**config.mk**
```make
export PLATFORM = sky130hd
export DESIGN_NAME = rv32i_id_hazard_stage
export DESIGN_NICKNAME = d
export VERILOG_FILES = /design/src/rtl/rv32i_id_hazard_stage.sv
export SDC_FILE = /design/constraint.sdc
export NUM_CORES = 1
export LEC_CHECK = 0
export CAP_MARGIN = 15
export CORE_MARGIN = 5
export CORE_UTILIZATION = 34
export DETAILED_ROUTE_END_ITERATION = 12
export HOLD_SLACK_MARGIN = 0.02
export PLACE_DENSITY = 0.62
export REMOVE_ABC_BUFFERS = 1
export SLEW_MARGIN = 20
export SYNTH_ARGS = -nofsm -noshare
export SYNTH_HDL_FRONTEND = slang
export SYNTH_SLANG_ARGS = --single-unit
```
**constraint.sdc**
```tcl
create_clock -name clk -period 7.9 [get_ports clk]
set_input_delay 1.58 -clock clk [delete_from_list [all_inputs] [get_ports clk]]
set_output_delay 1.58 -clock clk [all_outputs]
set_load 0.01 [all_outputs]
```
**src/rtl/rv32i_id_hazard_stage.sv**
```systemverilog
// RV32I decode stage: operand forwarding, branch/jump resolution, load-use stall,
// post-jump squash and sticky halt, with a registered bundle toward execute.
module rv32i_id_hazard_stage #(
  parameter int unsigned XLEN         = 32,
  parameter int unsigned NFWD         = 3,
  parameter int unsigned SQUASH_SLOTS = 1
) (
  input  logic              clk,
  input  logic              reset,
  input  logic [31:0]       iw_in,
  input  logic [XLEN-1:0]   pc_in,
  input  logic              in_valid,
  input  logic [XLEN-1:0]   rs1_data_in,
  input  logic [XLEN-1:0]   rs2_data_in,
  input  logic [NFWD-1:0]   fwd_en,
  input  logic [5*NFWD-1:0] fwd_reg,
  input  logic [XLEN*NFWD-1:0] fwd_data,
  input  logic              ex_is_load,
  input  logic [4:0]        ex_rd,
  output logic [4:0]        rs1_reg,
  output logic [4:0]        rs2_reg,
  output logic              stall_out,
  output logic [31:0]       iw_out,
  output logic [XLEN-1:0]   pc_out,
  output logic [XLEN-1:0]   rs1_data_out,
  output logic [XLEN-1:0]   rs2_data_out,
  output logic [4:0]        wb_reg,
  output logic              wb_en_out,
  output logic              w_en_out,
  output logic              mem_rd_out,
  output logic              valid_out,
  output logic              jump_en_out,
  output logic [XLEN-1:0]   jump_addr,
  output logic              halted
);

  localparam logic [31:0] NopIw    = 32'h0000_0013;
  localparam logic [6:0]  OpReg    = 7'b0110011;
  localparam logic [6:0]  OpImm    = 7'b0010011;
  localparam logic [6:0]  OpLoad   = 7'b0000011;
  localparam logic [6:0]  OpStore  = 7'b0100011;
  localparam logic [6:0]  OpLui    = 7'b0110111;
  localparam logic [6:0]  OpAuipc  = 7'b0010111;
  localparam logic [6:0]  OpJal    = 7'b1101111;
  localparam logic [6:0]  OpJalr   = 7'b1100111;
  localparam logic [6:0]  OpBranch = 7'b1100011;
  localparam logic [6:0]  OpSystem = 7'b1110011;

  logic [6:0] opcode;
  logic [2:0] funct3;
  logic [4:0] rd_field;

  assign opcode   = iw_in[6:0];
  assign funct3   = iw_in[14:12];
  assign rd_field = iw_in[11:7];
  assign rs1_reg  = iw_in[19:15];
  assign rs2_reg  = iw_in[24:20];

  // Operand resolution: scan from oldest to youngest so the lowest index wins.
  logic [XLEN-1:0] rs1_val, rs2_val;

  always_comb begin
    rs1_val = rs1_data_in;
    rs2_val = rs2_data_in;
    for (int i = int'(NFWD) - 1; i >= 0; i--) begin
      if (fwd_en[i] && fwd_reg[5*i +: 5] == rs1_reg) rs1_val = fwd_data[XLEN*i +: XLEN];
      if (fwd_en[i] && fwd_reg[5*i +: 5] == rs2_reg) rs2_val = fwd_data[XLEN*i +: XLEN];
    end
    if (rs1_reg == 5'd0) rs1_val = '0;
    if (rs2_reg == 5'd0) rs2_val = '0;
  end

  // Decode of control flags and register usage.
  logic dec_wb_en, dec_w_en, dec_mem_rd, use_rs1, use_rs2, is_system;

  always_comb begin
    dec_wb_en  = 1'b0;
    dec_w_en   = 1'b0;
    dec_mem_rd = 1'b0;
    case (opcode)
      OpReg, OpImm, OpLui, OpAuipc, OpJal, OpJalr: dec_wb_en = 1'b1;
      OpLoad: begin
        dec_wb_en  = 1'b1;
        dec_mem_rd = 1'b1;
      end
      OpStore: dec_w_en = 1'b1;
      default: ;
    endcase
  end

  assign use_rs1   = !(opcode == OpLui || opcode == OpAuipc || opcode == OpJal);
  assign use_rs2   = (opcode == OpReg) || (opcode == OpStore) || (opcode == OpBranch);
  assign is_system = (opcode == OpSystem);

  // Branch and jump resolution.
  logic [XLEN-1:0] imm_i, imm_b, imm_j, jalr_sum;
  logic            br_taken, jump_cond;
  logic [XLEN-1:0] target;

  assign imm_i    = {{(XLEN-12){iw_in[31]}}, iw_in[31:20]};
  assign imm_b    = {{(XLEN-13){iw_in[31]}}, iw_in[31], iw_in[7], iw_in[30:25], iw_in[11:8], 1'b0};
  assign imm_j    = {{(XLEN-21){iw_in[31]}}, iw_in[31], iw_in[19:12], iw_in[20], iw_in[30:21],
                     1'b0};
  assign jalr_sum = rs1_val + imm_i;

  always_comb begin
    case (funct3)
      3'b000:  br_taken = (rs1_val == rs2_val);
      3'b001:  br_taken = (rs1_val != rs2_val);
      3'b100:  br_taken = ($signed(rs1_val) < $signed(rs2_val));
      3'b101:  br_taken = ($signed(rs1_val) >= $signed(rs2_val));
      3'b110:  br_taken = (rs1_val < rs2_val);
      3'b111:  br_taken = (rs1_val >= rs2_val);
      default: br_taken = 1'b0;
    endcase
  end

  always_comb begin
    jump_cond = 1'b0;
    target    = '0;
    case (opcode)
      OpJal: begin
        jump_cond = 1'b1;
        target    = pc_in + imm_j;
      end
      OpJalr: begin
        jump_cond = 1'b1;
        target    = {jalr_sum[XLEN-1:1], 1'b0};
      end
      OpBranch: begin
        jump_cond = br_taken;
        target    = pc_in + imm_b;
      end
      default: ;
    endcase
  end

  // Hazard, squash and redirect.
  logic [1:0] sq_q, sq_d;
  logic       halted_q, halted_d;
  logic       load_use, sq_active;

  assign load_use = in_valid && ex_is_load && (ex_rd != 5'd0) &&
                    ((use_rs1 && ex_rd == rs1_reg) || (use_rs2 && ex_rd == rs2_reg));
  assign sq_active   = (sq_q != 2'd0);
  assign stall_out   = halted_q || load_use;
  assign jump_en_out = in_valid && !stall_out && !sq_active && !halted_q && jump_cond;
  assign jump_addr   = jump_en_out ? target : '0;
  assign halted      = halted_q;

  // Next-state bundle; defaults describe a bubble.
  logic [31:0]     iw_d;
  logic [XLEN-1:0] pc_d, rs1_d, rs2_d;
  logic [4:0]      wb_reg_d;
  logic            wb_en_d, w_en_d, mem_rd_d, valid_d;

  always_comb begin
    iw_d     = NopIw;
    pc_d     = '0;
    rs1_d    = '0;
    rs2_d    = '0;
    wb_reg_d = 5'd0;
    wb_en_d  = 1'b0;
    w_en_d   = 1'b0;
    mem_rd_d = 1'b0;
    valid_d  = 1'b0;
    sq_d     = sq_q;
    halted_d = halted_q;
    if (halted_q || load_use || !in_valid) begin
      // bubble
    end else if (sq_active) begin
      sq_d = sq_q - 2'd1;
    end else if (is_system) begin
      halted_d = 1'b1;
    end else begin
      iw_d     = iw_in;
      pc_d     = pc_in;
      rs1_d    = rs1_val;
      rs2_d    = rs2_val;
      wb_reg_d = rd_field;
      wb_en_d  = dec_wb_en;
      w_en_d   = dec_w_en;
      mem_rd_d = dec_mem_rd;
      valid_d  = 1'b1;
      if (jump_en_out) sq_d = 2'(SQUASH_SLOTS);
    end
  end

  always_ff @(posedge clk) begin
    if (reset) begin
      iw_out       <= NopIw;
      pc_out       <= '0;
      rs1_data_out <= '0;
      rs2_data_out <= '0;
      wb_reg       <= 5'd0;
      wb_en_out    <= 1'b0;
      w_en_out     <= 1'b0;
      mem_rd_out   <= 1'b0;
      valid_out    <= 1'b0;
      sq_q         <= 2'd0;
      halted_q     <= 1'b0;
    end else begin
      iw_out       <= iw_d;
      pc_out       <= pc_d;
      rs1_data_out <= rs1_d;
      rs2_data_out <= rs2_d;
      wb_reg       <= wb_reg_d;
      wb_en_out    <= wb_en_d;
      w_en_out     <= w_en_d;
      mem_rd_out   <= mem_rd_d;
      valid_out    <= valid_d;
      sq_q         <= sq_d;
      halted_q     <= halted_d;
    end
  end

endmodule

```
==> results.toml <==
[route]
avgRoutedWirePerCell_um = 21.21
num_vias = 13470
wirelength_mm = 53.49
ant_nets = 0
first_pass_iters = 5
drc_errors = 0
drtIter0Drc = 986
avgViaCountPerCell = 5.341

[placement]
placedCellCount = 2396
dp_hpwl_mm = 37.15
port_buffers = 432
place.gp.congestion = 0.9309

[yosys]
ys_ff_latch = 135
synth_cell_types = 80
synth_ff_type = "dfxtp_1"
ys_seq_area_share_pct = 25.14
synth_edf_count = 0
yosysWarnings = 0
avgSynthCellArea_um2 = 7.668
syn_inst = 1402
netlist_area_um2 = 10750
ys_async_sr_fraction_pct = 0

[pwr]
leakagePower_nw = 8.648
total_power_mw = 2.655
pwr_density_cell_nw_per_um2 = 134.8
irDropWorstVdd_mv = 0.1505

[setup_path]
crit_slowest_cell = "nor4_4"
worst-path-buf-inv = 7
cp-start-kind = "primary input"
cp_data_arrival_time_ns = 6.31
cp_slowest_stage_delay_ns = 0.39
rr_worst_depth = 8
crit_required_ns = 6.32
path_common_cell = "buf_4"
crit_family = "compound AO/OA/AOI/OAI gates"
cp-end-kind = "primary output"
worst_setup_path_startpoint = "iw_in[16]"
r2r_start = "halted"
path_depth = 26
cp_max_fo = 6
crit_type = "primary input to primary output"

[global_route]
grtUsageTotal_pct = 27.28
grt_pass1_vias = 13060
grt_pass1_wl_mm = 75.75
grt_start_max_net_pins = 61
antenna_found_initial = 3
gr-total-overflow = 0

[clocking]
cts_max_level = 4
cts_root_buffer = "clkbuf_16"
cts_tree = "yes"
clock_sinks = 135
cts_buffers = 17
path_clk_slew_ns = 0.06
cts.path.max_buffers = 2
cts_hold_buf = 0
clk_latency_ns = 0.45

[timing]
final-max-slew-violation-count = 0
rsz0062_at_grt = "yes"
worstMarginPinSlew_ns = 1.070
fin_tns_setup_ns = 0
min_period_ns = 7.891
finalHoldViolCount = 0
fin_skew_ns = 0.01184
setup-violations-final = 0
fin_crit_sh_pct = 99.89
fmax_ghz = 0.1267
max_slew_margin_pct = 28.48

[outcome]
status = "finished, final reports clean"

[final_layout]
area_growth_pct = 83.24
final_util_pct = 62.75
final_cells = 2522
multi_input_area_um2 = 8325
nets = 2450
num-fill-cells = 2675
drive_gt1_share_pct = 27.24
seq_area_um2 = 2703

[worst_hold_path]
hold_start = "sq_q[1]"
hold_class = "register to register"
hold_depth = 2

[run]
drv_cap = 0

[floorplanning]
rows = 65
ios = 433
die-area_um2 = 35270
die_w_um = 187.8
die_y_um = 187.8
initial_core_util_pct = 34.24
coreArea_um2 = 31390
Yosys cell counts (6+ instances only):
cell	instances	area (um^2)
nor2_1	158	593.1
nand2_1	150	563.0
dfxtp_1	135	2703
a21oi_1	101	505.5
o21ai_0	99	495.5
ha_1	92	1151
and3_1	69	431.7
clkbuf_1	67	251.5
mux2i_1	63	630.6
xnor2_1	47	411.6
xor2_1	45	394.1
nor3_1	42	210.2
a21o_1	39	292.8
a211oi_1	37	277.8
inv_1	30	112.6
a22oi_1	19	142.6
nand3_1	19	95.09
buf_2	15	75.07
buf_4	15	112.6
nand4_1	13	81.33
nand2b_1	12	75.07
nor4_1	9	56.30
a31oi_1	8	50.05
o21a_1	7	52.55
a211o_1	6	52.55
o21bai_1	6	45.04
power by group:
group / total [mW] / internal, mW / switching, mW
clock: 0.838 / 0.474 / 0.364
combinational: 1.10 / 0.577 / 0.519
sequential: 0.721 / 0.712 / 0.00882
total: 2.65 / 1.76 / 0.892
sequential cells by signal (all words and copies together), names as in the netlist:
name / count
sq_q: 2
w_en_out: 1
rs2_data_out: 32
rs1_data_out: 32
wb_en_out: 1
valid_out: 1
mem_rd_out: 1
iw_out: 32
halted: 1
pc_out: 32
layer usage:
layer | GRT usage (%) | up-vias | share of wire [%] | wire [um]
li1 | - | 6436 | - | -
met1 | 33.67 | 6333 | 41 | 21940
met2 | 46.67 | 574 | 48 | 25760
met3 | 5.827 | 124 | 6.9 | 3692
met4 | 10.36 | 2 | 3.9 | 2075
met5 | 0 | - | 0.024 | 13
stage by stage:
step	setup slack (ns)	hold WS (ns)	instance area, um^2
after detailed placement	-1.254	0.4917	17220
after global routing	-0.1390	0.5364	19700
after global placement	-1.267	0.4870	17220
final	0.008906	0.5011	19700
after CTS	-0.01237	0.5014	18770
after floorplan	-2.112	0.4724	10290
layout by cell type (no fill, tap or decap), drive strengths merged, types with 63 or more instances in the layout:
cell type / n
a21oi: 102
nand2: 150
clkdlybuf4s50: 377
mux2i: 63
nor2: 158
o21ai: 100
buf: 366
dfxtp: 135
ha: 92
and3: 69
final timing paths:
kind / to / slack (ns)
setup reg to reg: mem_rd_out / 4.63
hold reg to reg: sq_q[1] / 0.50
hold / removal: sq_q[1] / 0.50
setup / recovery: jump_addr[25] / 0.009
cells by family (layout without fill, tap and decap cells):
group | count (synthesis) | in the layout | synth area share [%]
compound gates | 376 | 376 | 22.44
xor+xnor | 92 | 92 | 7.495
fa+ha+maj | 94 | 94 | 11.08
buf+inv | 132 | 848 | 5.377
flops | 135 | 135 | 25.14
mux | 64 | 64 | 5.971
other cells | 0 | 2 | 0
simple gates | 509 | 509 | 22.50
repair_timing:
item | in CTS | in global routing
gates resized for setup | 209 | 154
pin swaps | 45 | 68
setup buffers | 45 | 38
gates cloned | 10 | 6
endpoints found under the setup margin | 33 | 33
worst min-delay path, delay by kind of cell (launching register included):
family / cells / cell delay [ns]
DFF: 1 / 0.33
buffers and inverters: 1 / 0.08
and+or+nand+nor: 1 / 0.05
layout make-up:
cell class                      count  area share [%]
Antenna cell                        2         0.02541
Clock buffer                       18           2.179
Clock inverter                     14          0.8384
Inverter                           31          0.5907
Multi-Input combinational cell   1135           42.26
Sequential cell                   135           13.72
Tap cell                          402           2.553
Timing Repair Buffer              785           37.83
Note: power is estimated with default switching activity, not from simulation.
